===== src/rtl/aib_link_init_ctrl.sv =====
// ----------------------------------------------------------------------------
// aib_link_init_ctrl
//   Bring-up sequencer for one AIB Gen2 PHY instance and its AXI-MM bridge.
//   The sequence is: program NUM_CFG PHY registers over AVMM, release the
//   adapter reset after RST_HOLD cycles, raise the DCC/DLL lock requests, wait
//   for the transfer enables, assert MAC-ready, wait for far-side ready and RX
//   alignment, then raise link_up. Losing far-side ready or alignment while
//   the link is up drops the link and restarts from the reset-release step.
//
//   Optional feature macro: AIB_INIT_TIMEOUT_EN
//     defined   - watchdog of TIMEOUT_CYCLES per wait state, ERROR reachable
//     undefined - wait states wait forever, init_err tied to 0
//
// Ports
//   i_cfg_avmm_clk          clock
//   i_cfg_avmm_rst_n        asynchronous active-low reset
//   start                   level enable, 0 returns to IDLE
//   cfg_addr_tbl            NUM_CFG x 17-bit AVMM addresses (entry k at [17k+:17])
//   cfg_data_tbl            NUM_CFG x AVMM_WIDTH write data
//   o_avmm_addr/write/wdata/byte_en, i_avmm_waitreq   AVMM write master
//   ns_adapter_rstn, ns_mac_rdy, *_dcc_dll_lock_req   per-channel PHY control
//   ms_tx/rx_transfer_en, fs_mac_rdy, m_rx_align_done  async PHY status
//   link_up                 link operational
//   init_err                watchdog expired, sticky until start=0
//   state_o                 current state encoding
// ----------------------------------------------------------------------------
module aib_link_init_ctrl #(
    parameter int NBR_CHNLS      = 24,
    parameter int NUM_CFG        = 4,
    parameter int AVMM_WIDTH     = 32,
    parameter int BYTE_WIDTH     = 4,
    parameter int RST_HOLD       = 8,
    parameter int TIMEOUT_CYCLES = 65535
) (
    input  logic                          i_cfg_avmm_clk,
    input  logic                          i_cfg_avmm_rst_n,
    input  logic                          start,
    input  logic [NUM_CFG*17-1:0]         cfg_addr_tbl,
    input  logic [NUM_CFG*AVMM_WIDTH-1:0] cfg_data_tbl,
    output logic [16:0]                   o_avmm_addr,
    output logic                          o_avmm_write,
    output logic [AVMM_WIDTH-1:0]         o_avmm_wdata,
    output logic [BYTE_WIDTH-1:0]         o_avmm_byte_en,
    input  logic                          i_avmm_waitreq,
    output logic [NBR_CHNLS-1:0]          ns_adapter_rstn,
    output logic [NBR_CHNLS-1:0]          ns_mac_rdy,
    output logic [NBR_CHNLS-1:0]          ms_rx_dcc_dll_lock_req,
    output logic [NBR_CHNLS-1:0]          ms_tx_dcc_dll_lock_req,
    output logic [NBR_CHNLS-1:0]          sl_rx_dcc_dll_lock_req,
    output logic [NBR_CHNLS-1:0]          sl_tx_dcc_dll_lock_req,
    input  logic [NBR_CHNLS-1:0]          ms_tx_transfer_en,
    input  logic [NBR_CHNLS-1:0]          ms_rx_transfer_en,
    input  logic [NBR_CHNLS-1:0]          fs_mac_rdy,
    input  logic [NBR_CHNLS-1:0]          m_rx_align_done,
    output logic                          link_up,
    output logic                          init_err,
    output logic [3:0]                    state_o
);

    typedef enum logic [3:0] {
        IDLE       = 4'd0,
        CFG_WR     = 4'd1,
        CFG_GAP    = 4'd2,
        RST_REL    = 4'd3,
        LOCK_REQ   = 4'd4,
        WAIT_XFER  = 4'd5,
        WAIT_FS    = 4'd6,
        WAIT_ALIGN = 4'd7,
        LINK_UP    = 4'd8,
        ERROR      = 4'd9
    } state_t;

    localparam int IDX_W  = (NUM_CFG > 1) ? $clog2(NUM_CFG) : 1;
    localparam int HOLD_W = (RST_HOLD > 1) ? $clog2(RST_HOLD + 1) : 1;
`ifdef AIB_INIT_TIMEOUT_EN
    localparam int TO_W   = $clog2(TIMEOUT_CYCLES + 1);
    localparam int CNT_W  = (TO_W > HOLD_W) ? TO_W : HOLD_W;
`else
    localparam int CNT_W  = HOLD_W;
`endif
    localparam logic [IDX_W-1:0] LAST_IDX = IDX_W'(NUM_CFG - 1);

    // ------------------------------------------------------------------
    // Status synchronizers (2 flops) and channel AND-reduction
    // ------------------------------------------------------------------
    logic [NBR_CHNLS-1:0] txen_s1_q, txen_s2_q;
    logic [NBR_CHNLS-1:0] rxen_s1_q, rxen_s2_q;
    logic [NBR_CHNLS-1:0] fsrdy_s1_q, fsrdy_s2_q;
    logic [NBR_CHNLS-1:0] align_s1_q, align_s2_q;

    always_ff @(posedge i_cfg_avmm_clk or negedge i_cfg_avmm_rst_n) begin
        if (!i_cfg_avmm_rst_n) begin
            txen_s1_q  <= '0;
            txen_s2_q  <= '0;
            rxen_s1_q  <= '0;
            rxen_s2_q  <= '0;
            fsrdy_s1_q <= '0;
            fsrdy_s2_q <= '0;
            align_s1_q <= '0;
            align_s2_q <= '0;
        end else begin
            txen_s1_q  <= ms_tx_transfer_en;
            txen_s2_q  <= txen_s1_q;
            rxen_s1_q  <= ms_rx_transfer_en;
            rxen_s2_q  <= rxen_s1_q;
            fsrdy_s1_q <= fs_mac_rdy;
            fsrdy_s2_q <= fsrdy_s1_q;
            align_s1_q <= m_rx_align_done;
            align_s2_q <= align_s1_q;
        end
    end

    logic xfer_ok, fs_ok, align_ok;
    assign xfer_ok  = (&txen_s2_q) & (&rxen_s2_q);
    assign fs_ok    = &fsrdy_s2_q;
    assign align_ok = &align_s2_q;

    // ------------------------------------------------------------------
    // FSM state and registered outputs
    // ------------------------------------------------------------------
    state_t                state_q, state_d;
    logic [IDX_W-1:0]      idx_q, idx_d;
    logic [CNT_W-1:0]      cnt_q, cnt_d;
    logic                  write_q, write_d;
    logic [16:0]           addr_q, addr_d;
    logic [AVMM_WIDTH-1:0] wdata_q, wdata_d;
    logic                  rstn_q, rstn_d;
    logic                  lock_q, lock_d;
    logic                  mac_q, mac_d;
    logic                  link_q, link_d;
    logic                  timeout_hit;
    logic                  cnt_run;
    logic [16:0]           tbl_addr;
    logic [AVMM_WIDTH-1:0] tbl_data;

`ifdef AIB_INIT_TIMEOUT_EN
    logic err_q, err_d;
    assign timeout_hit = (cnt_q == CNT_W'(TIMEOUT_CYCLES - 1));
`else
    assign timeout_hit = 1'b0;
`endif

    // Table entry selected by the next index, so a fresh write starts with
    // the right address on the same edge that enters CFG_WR.
    always_comb begin
        tbl_addr = '0;
        tbl_data = '0;
        for (int unsigned k = 0; k < NUM_CFG; k++) begin
            if (idx_d == IDX_W'(k)) begin
                tbl_addr = cfg_addr_tbl[k*17 +: 17];
                tbl_data = cfg_data_tbl[k*AVMM_WIDTH +: AVMM_WIDTH];
            end
        end
    end

    always_comb begin
        state_d = state_q;
        idx_d   = idx_q;

        unique case (state_q)
            IDLE: begin
                if (start) begin
                    state_d = CFG_WR;
                    idx_d   = '0;
                end
            end
            CFG_WR: begin
                if (!i_avmm_waitreq) begin
                    if (idx_q == LAST_IDX) begin
                        state_d = RST_REL;
                    end else begin
                        idx_d   = idx_q + 1'b1;
                        state_d = CFG_GAP;
                    end
                end else if (timeout_hit) begin
                    state_d = ERROR;
                end
            end
            CFG_GAP:  state_d = CFG_WR;
            RST_REL: begin
                if (cnt_q == CNT_W'(RST_HOLD - 1)) state_d = LOCK_REQ;
            end
            LOCK_REQ: state_d = WAIT_XFER;
            WAIT_XFER: begin
                if (xfer_ok)          state_d = WAIT_FS;
                else if (timeout_hit) state_d = ERROR;
            end
            WAIT_FS: begin
                if (fs_ok)            state_d = WAIT_ALIGN;
                else if (timeout_hit) state_d = ERROR;
            end
            WAIT_ALIGN: begin
                if (align_ok)         state_d = LINK_UP;
                else if (timeout_hit) state_d = ERROR;
            end
            LINK_UP: begin
                // Link loss restarts from reset release; config is kept.
                if (!(fs_ok && align_ok)) state_d = RST_REL;
            end
            ERROR:    state_d = ERROR;
            default:  state_d = IDLE;
        endcase

        if (!start) begin
            state_d = IDLE;
            idx_d   = '0;
        end

        // Counter is shared by the reset hold and the watchdog; it restarts
        // on every state entry.
`ifdef AIB_INIT_TIMEOUT_EN
        cnt_run = (state_q == RST_REL)   || (state_q == CFG_WR)  ||
                  (state_q == WAIT_XFER) || (state_q == WAIT_FS) ||
                  (state_q == WAIT_ALIGN);
`else
        cnt_run = (state_q == RST_REL);
`endif
        if (state_d != state_q) cnt_d = '0;
        else if (cnt_run)       cnt_d = cnt_q + 1'b1;
        else                    cnt_d = cnt_q;

        // Outputs are registered from the next state so they change on the
        // same edge as the state; an in-flight write holds its payload.
        write_d = (state_d == CFG_WR);
        if (state_d == CFG_WR && state_q == CFG_WR) begin
            addr_d  = addr_q;
            wdata_d = wdata_q;
        end else if (state_d == CFG_WR) begin
            addr_d  = tbl_addr;
            wdata_d = tbl_data;
        end else begin
            addr_d  = '0;
            wdata_d = '0;
        end
        rstn_d = (state_d == LOCK_REQ) || (state_d == WAIT_XFER) ||
                 (state_d == WAIT_FS)  || (state_d == WAIT_ALIGN) ||
                 (state_d == LINK_UP);
        lock_d = rstn_d;
        mac_d  = (state_d == WAIT_FS) || (state_d == WAIT_ALIGN) ||
                 (state_d == LINK_UP);
        link_d = (state_d == LINK_UP);
`ifdef AIB_INIT_TIMEOUT_EN
        err_d  = (state_d == ERROR);
`endif
    end

    always_ff @(posedge i_cfg_avmm_clk or negedge i_cfg_avmm_rst_n) begin
        if (!i_cfg_avmm_rst_n) begin
            state_q <= IDLE;
            idx_q   <= '0;
            cnt_q   <= '0;
            write_q <= 1'b0;
            addr_q  <= '0;
            wdata_q <= '0;
            rstn_q  <= 1'b0;
            lock_q  <= 1'b0;
            mac_q   <= 1'b0;
            link_q  <= 1'b0;
`ifdef AIB_INIT_TIMEOUT_EN
            err_q   <= 1'b0;
`endif
        end else begin
            state_q <= state_d;
            idx_q   <= idx_d;
            cnt_q   <= cnt_d;
            write_q <= write_d;
            addr_q  <= addr_d;
            wdata_q <= wdata_d;
            rstn_q  <= rstn_d;
            lock_q  <= lock_d;
            mac_q   <= mac_d;
            link_q  <= link_d;
`ifdef AIB_INIT_TIMEOUT_EN
            err_q   <= err_d;
`endif
        end
    end

    assign o_avmm_addr            = addr_q;
    assign o_avmm_write           = write_q;
    assign o_avmm_wdata           = wdata_q;
    assign o_avmm_byte_en         = {BYTE_WIDTH{write_q}};
    assign ns_adapter_rstn        = {NBR_CHNLS{rstn_q}};
    assign ns_mac_rdy             = {NBR_CHNLS{mac_q}};
    assign ms_rx_dcc_dll_lock_req = {NBR_CHNLS{lock_q}};
    assign ms_tx_dcc_dll_lock_req = {NBR_CHNLS{lock_q}};
    assign sl_rx_dcc_dll_lock_req = {NBR_CHNLS{lock_q}};
    assign sl_tx_dcc_dll_lock_req = {NBR_CHNLS{lock_q}};
    assign link_up                = link_q;
    assign state_o                = state_q;
`ifdef AIB_INIT_TIMEOUT_EN
    assign init_err               = err_q;
`else
    assign init_err               = 1'b0;
`endif

endmodule


===== config.mk =====
export PLATFORM = sky130hd
export DESIGN_NAME = aib_link_init_ctrl
export DESIGN_NICKNAME = d
export VERILOG_FILES = /design/src/rtl/aib_link_init_ctrl.sv
export SDC_FILE = /design/constraint.sdc
export NUM_CORES = 1
export LEC_CHECK = 0
export ABC_AREA = 1
export ABC_CLOCK_PERIOD_IN_PS = 5040
export BUFFER_PORTS_ARGS = -buffer_cell sky130_fd_sc_hd__buf_2
export CAP_MARGIN = 5
export CORE_AREA = 2 2 194 196
export CTS_BUF_LIST = sky130_fd_sc_hd__clkbuf_8
export CTS_CLUSTER_SIZE = 24
export DETAILED_ROUTE_END_ITERATION = 12
export DIE_AREA = 0 0 196 198
export MAX_ROUTING_LAYER = met4
export SLEW_MARGIN = 20
export SYNTH_ARGS = -nofsm -noshare
export SYNTH_HDL_FRONTEND = slang
export SYNTH_SLANG_ARGS = --single-unit

===== constraint.sdc =====
create_clock -name i_cfg_avmm_clk -period 5.04 [get_ports i_cfg_avmm_clk]
set_input_delay 1.26 -clock i_cfg_avmm_clk [delete_from_list [all_inputs] [get_ports i_cfg_avmm_clk]]
set_output_delay 1.26 -clock i_cfg_avmm_clk [all_outputs]
set_load 0.01 [all_outputs]

==> flow_summary.toml, run 1 <==
[yosys]
yosys.cell_types.count = 36
syn_area_per_cell_um2 = 10.4
synthesis.nets = 1322
syn_inst = 1025
ys_seq_area_share_pct = 60.1
ys_seq_elements = 255
synth_area_mm2 = 0.0106
yosysWarningCount = 0

[global_route]
antenna_found_initial = 3
grt_pass1_wl_um = 42300
grt_usage_pct = 14.8
grt_pass1_vias = 7367
grt_max_degree = 120
grt-ovfl-total = 0

[sta]
worstMarginPinSlew_ps = 969
drv_slew = 0
max-slew-margin-rel_pct = 35.4
finalSetupViolCount = 0
hold_ws_ps = 333
rsz0062_at_grt = "no"
clock_skew_ps = 28.1
tns_ps = 0
fmax_mhz = 298
hold_viol = 0
period_share_pct = 66.5
fin_crit_ps = 3350

[placed_design]
dpl.hpwl_um = 21800
port_buffers = 498
place.gp.congestion = 0.868

[floorplanning]
rows = 71
die_x_um = 196
die_height_um = 198
die_area_mm2 = 0.0388
ios = 500
initial_core_util_pct = 28.7
core_area_mm2 = 0.0370

[routing]
wl_per_cell_um = 15.6
num_vias = 8337
drc = 0
wirelength_um = 29600
via_per_inst = 4.39
dr.pass1.iters = 6
ant_nets = 0
drt-initial-drc-count = 462

[setup_path]
start_kind = "register"
worst_setup_path_end_kind = "output pin"
worstPathMaxFanout = 72
required_ps = 3780
crit_type = "reg2out"
arrival_ps = 2090

[cells_and_area]
post-route-util_pct = 36.2
final_nets = 1686
n_fill_cell = 3744
syn_to_final_growth_pct = 25.9
drive_above_1_share_pct = 43.7

[clock_tree]
cts_htree_levels = 2
clockRootBuffer = "clkbuf_8"
cts_sinks = 255
cts_tree = "built"
cts_buffers = 44
clock_latency_ps = 590
post-cts-setup-buffers = 0
ctsResizeCount = 0
holdBufCountCts = 0
cts.clk_slew.worst_paths_ps = 70
clockBufferDepth = 3

[run_status]
status = "completed"

[power]
pwr_density_cell_mw_per_mm2 = 348
leakage_nw = 7.29
max-vdd-ir-drop_uv = 201

[min_path]
hp-class = "reg2reg"

[run]
cap_violations = 0
## where the power goes
group	switching, mW	internal [mW]	leakage (nW)
logic	0.280	0.188	3.66
clock network	0.850	1.13	0.546
registers	0.0435	2.16	3.09
## synthesized netlist by cell type, drive strengths merged
cell type	n	area, um^2
dfrtp	255	6380
nand2	182	713
buf	177	1360
nor2	103	432
o21ai	97	485
inv	60	225
nand3	57	290
a22oi	45	418
clkbuf	13	48.8
nand4	13	96.3
a21oi	9	45.0
nand3b	2	15.0
o211ai	2	28.8
xor2	2	17.5
clkinv	1	3.75
conb	1	3.75
ha	1	12.5
mux2i	1	10.0
nor4	1	6.26
o22ai	1	6.26
or2	1	6.26
xnor2	1	8.76
## cells in the final DEF (no fill, tap or decap), drive strengths merged, types with 9 or more instances in the layout
cell,netlist,layout
buf,177,508
nand4,13,13
nand3,57,57
inv,60,78
a21oi,9,9
a22oi,45,45
o21ai,97,97
clkbuf,13,54
dfrtp,255,255
nand2,182,182
nor2,103,103
## through the flow
stage | cell area (um^2) | power, mW | cells | worst slack [ps]
final | 13400 | 4.65 | 1901 | 1690
after global routing | 13400 | 4.89 | 1901 | 1460
after CTS | 13400 | 4.74 | 1898 | 1600
after detailed placement | 12400 | 2.71 | 1817 | 1250
after global placement | 12400 | 2.70 | 1817 | 1310
after floorplan | 10600 | 2.45 | 1025 | 1340
## critical path, stage by stage, from the launching register on
cell and delay (ps):
dfrtp_2 750, buf_4 500, buf_2 220
## routing by layer
metal	wire length, um	global-route usage, %	share of wire (%)
met4	865	6.40	2.9
met5	0	-	0
met3	2410	3.75	8.2
met2	13800	21.9	47
met1	12500	19.4	42
## path summary, 6_finish.rpt
kind,startpoint,end,slack (ps),cells past startpoint
worst max-delay path,lock_q,sl_tx_dcc_dll_lock_req[9],1690,2
worst min-delay path,txen_s1_q[10],txen_s2_q[10],330,0
worst max register to register,state_o[1],o_avmm_addr[4],1760,12
worst min register to register,txen_s1_q[10],txen_s2_q[10],330,0
max in group asynchronous,i_cfg_avmm_rst_n,txen_s1_q[16],3330,2
min in group asynchronous,i_cfg_avmm_rst_n,fsrdy_s2_q[8],740,1
## state kept, by name, indices dropped and copies added (netlist names)
signal        flops
o_avmm_addr      17
mac_q             1
o_avmm_write      1
cnt_q             4
fsrdy_s2_q       24
txen_s1_q        24
state_o           4
align_s1_q       24
link_up           1
rxen_s1_q        24
o_avmm_wdata     32
idx_q             2
rxen_s2_q        24
align_s2_q       24
fsrdy_s1_q       24
lock_q            1
txen_s2_q        24
## cell families after synthesis
logic type                 after synthesis  share of synthesized area, %
other                                    1                        0.0353
DFF                                    255                          60.1
xor gates and xnor gates                 3                         0.248
and+or+nand+nor                        359                          14.7
muxes                                    1                        0.0943
AOI/OAI and AO/OA                      154                          9.27
adders and majority gates                1                         0.118
buffers and inverters                  251                          15.4
## cell type report
type	count	area, um^2	area share [%]
Sequential cell	255	6380	47.8
Inverter	61	229	1.71
Clock buffer	54	743	5.56
Timing Repair Buffer	508	2600	19.5
Tap cell	474	593	4.44
Multi-Input combinational cell	519	2590	19.4
Antenna cell	3	7.51	0.0562
Clock inverter	27	211	1.58
Note: power is estimated with default switching activity, not from simulation.
==> run 2, diff against run 1 <==
--- a/config.mk
+++ b/config.mk
@@ -6,7 +6,7 @@
 export NUM_CORES = 1
 export LEC_CHECK = 0
 export ABC_AREA = 1
-export ABC_CLOCK_PERIOD_IN_PS = 5040
+export ABC_CLOCK_PERIOD_IN_PS = 3000
 export BUFFER_PORTS_ARGS = -buffer_cell sky130_fd_sc_hd__buf_2
 export CAP_MARGIN = 5
 export CORE_AREA = 2 2 194 196
==> constraint.sdc (replaced) <==
create_clock -name i_cfg_avmm_clk -period 3 [get_ports i_cfg_avmm_clk]
set_input_delay 0.75 -clock i_cfg_avmm_clk [delete_from_list [all_inputs] [get_ports i_cfg_avmm_clk]]
set_output_delay 0.75 -clock i_cfg_avmm_clk [all_outputs]
set_load 0.01 [all_outputs]
==> run 2 against run 1 <==
Net effect:
- die area unchanged
- routed wire length down 2.7%
- core utilization increased by 0.35 points
- hold slack lost 170 ps
- non-clock buffer count increased by 10
- combinational power up 70%
- total power increased by 70%
- clock power increased by 72%
- sequential power up 68%
- via count decreased by 1.0%
- highest routed layer unchanged
==> flow_summary.toml, run 2 (synthesis gave the netlist of run 1 again) <==
[run_status]
status = "completed"

[setup_path]
start_kind = "register"
required_ps = 3470
crit_type = "reg2reg"
worstPathMaxFanout = 37
worst_setup_path_end_kind = "register"
arrival_ps = 3140

[clock_tree]
post-cts-setup-buffers = 0
cts.clk_slew.worst_paths_ps = 60
cts_htree_levels = 2
cts_sinks = 255
ctsResizeCount = 0
holdBufCountCts = 0
cts_tree = "built"
clockRootBuffer = "clkbuf_8"
clock_latency_ps = 560
cts_buffers = 44
clockBufferDepth = 3

[cells_and_area]
n_fill_cell = 3760
largest_reg_flops = 32
final_nets = 1696
post-route-util_pct = 36.5
fin_area_mm2 = 0.0135
syn_to_final_growth_pct = 27.1
mostFrequentLayoutCells = "497 x buf_2, 254 x dfrtp_1, 174 x nand2_1"
drive_above_1_share_pct = 44.4
final_common_cell = "buf_2"

[placed_design]
dpl.hpwl_um = 21200
dpl_cell_area_mm2 = 0.0125
place.gp.congestion = 0.869
port_buffers = 498

[sta]
drv_slew = 0
fmax_mhz = 375
hold_viol = 0
period_share_pct = 88.9
tns_ps = 0
hold_ws_ps = 166
finalSetupViolCount = 0
fin_crit_ps = 2670
clock_skew_ps = 27.5
max-slew-margin-rel_pct = 32.2
rsz0062_at_grt = "no"
worstMarginPinSlew_ps = 1010

[min_path]
hp-class = "in2async"

[global_route]
grt_max_degree = 78
grt_pass1_wl_um = 42200
antenna_found_initial = 1
grt_pass1_vias = 7560
grt_usage_pct = 14.5
grt-ovfl-total = 0

[floorplanning]
rows = 71
die_area_mm2 = 0.0388
ios = 500
core_area_mm2 = 0.0370
die_x_um = 196
initial_core_util_pct = 28.7
die_height_um = 198

[power]
max-vdd-ir-drop_uv = 535
p_total_mw = 7.89
leakage_nw = 7.33
pwr_density_cell_mw_per_mm2 = 585

[routing]
via_per_inst = 4.33
drc = 0
wl_per_cell_um = 15.1
wirelength_um = 28800
num_vias = 8252
drt-initial-drc-count = 506
ant_nets = 0
dr.pass1.iters = 5

[run]
cap_violations = 0
run 2: changes by cell type in the layout (fill, tap and decap cells not counted):
cell	change
bufinv_16	+1
buf_12	+3
inv_6	-1
nor2_4	+1
inv_8	-1
clkinvlp_4	+3
buf_4	+7
diode_2	-2
clkinv_4	+1
inv_1	-7
nor2_2	-1
run 2: stage by stage:
step,cells,setup WS [ps]
2_1_floorplan,1025,676
3_3_place_gp,1827,159
3_5_place_dp,1827,95.6
4_1_cts,1904,347
5_1_grt,1905,171
6_report,1905,334
run 2: worst max-delay path: stages (launching register included):
cell and delay, ps:
dfrtp_1 470, inv_2 140, nand2_2 80, nor2_4 170, o211ai_4 100, nand2_4 80
nand2_4 60, nor2_4 760, buf_4 340, nand2_1 80, nand3_1 80, a22oi_1 70
nor2_1 130
run 2: power breakdown:
group | leakage (nW) | total, mW | switching, mW | internal, mW
Combinational | 3.72 | 0.795 | 0.467 | 0.328
Clock | 0.516 | 3.40 | 1.41 | 1.98
Sequential | 3.09 | 3.70 | 0.0743 | 3.63
run 2: path summary, 6_finish.rpt:
kind	startpoint	end	slack, ps	cells after the start
worst min register to register	txen_s1_q[7]	txen_s2_q[7]	330	0
worst min-delay path	i_cfg_avmm_rst_n	o_avmm_wdata[3]	170	1
worst max register to register	state_o[1]	o_avmm_wdata[13]	330	12
min in group i_cfg_avmm_clk	m_rx_align_done[13]	align_s1_q[13]	290	1
max in group asynchronous	i_cfg_avmm_rst_n	rxen_s2_q[9]	2030	2
worst max-delay path	state_o[1]	o_avmm_wdata[13]	330	12
run 2: cell type report:
class                   instances  area [um^2]  share of cell area (%)
clock inverters                23          226                    1.68
repair buffers                518         2720                    20.1
flip-flops and latches        255         6380                    47.3
inverters                      61          229                    1.70
diodes                          1         2.50                  0.0185
multi-input cells             519         2600                    19.3
well taps                     474          593                    4.40
clock buffers                  54          743                    5.51
run 2: layer usage:
metal	track usage [%]	wire length [um]	up-vias	share of wire, %
met1	18.1	11800	3846	41
met2	22.9	13800	435	48
met3	3.51	2380	56	8.3
met4	5.61	779	0	2.7
li1	-	-	3915	-
met5	-	0	-	0
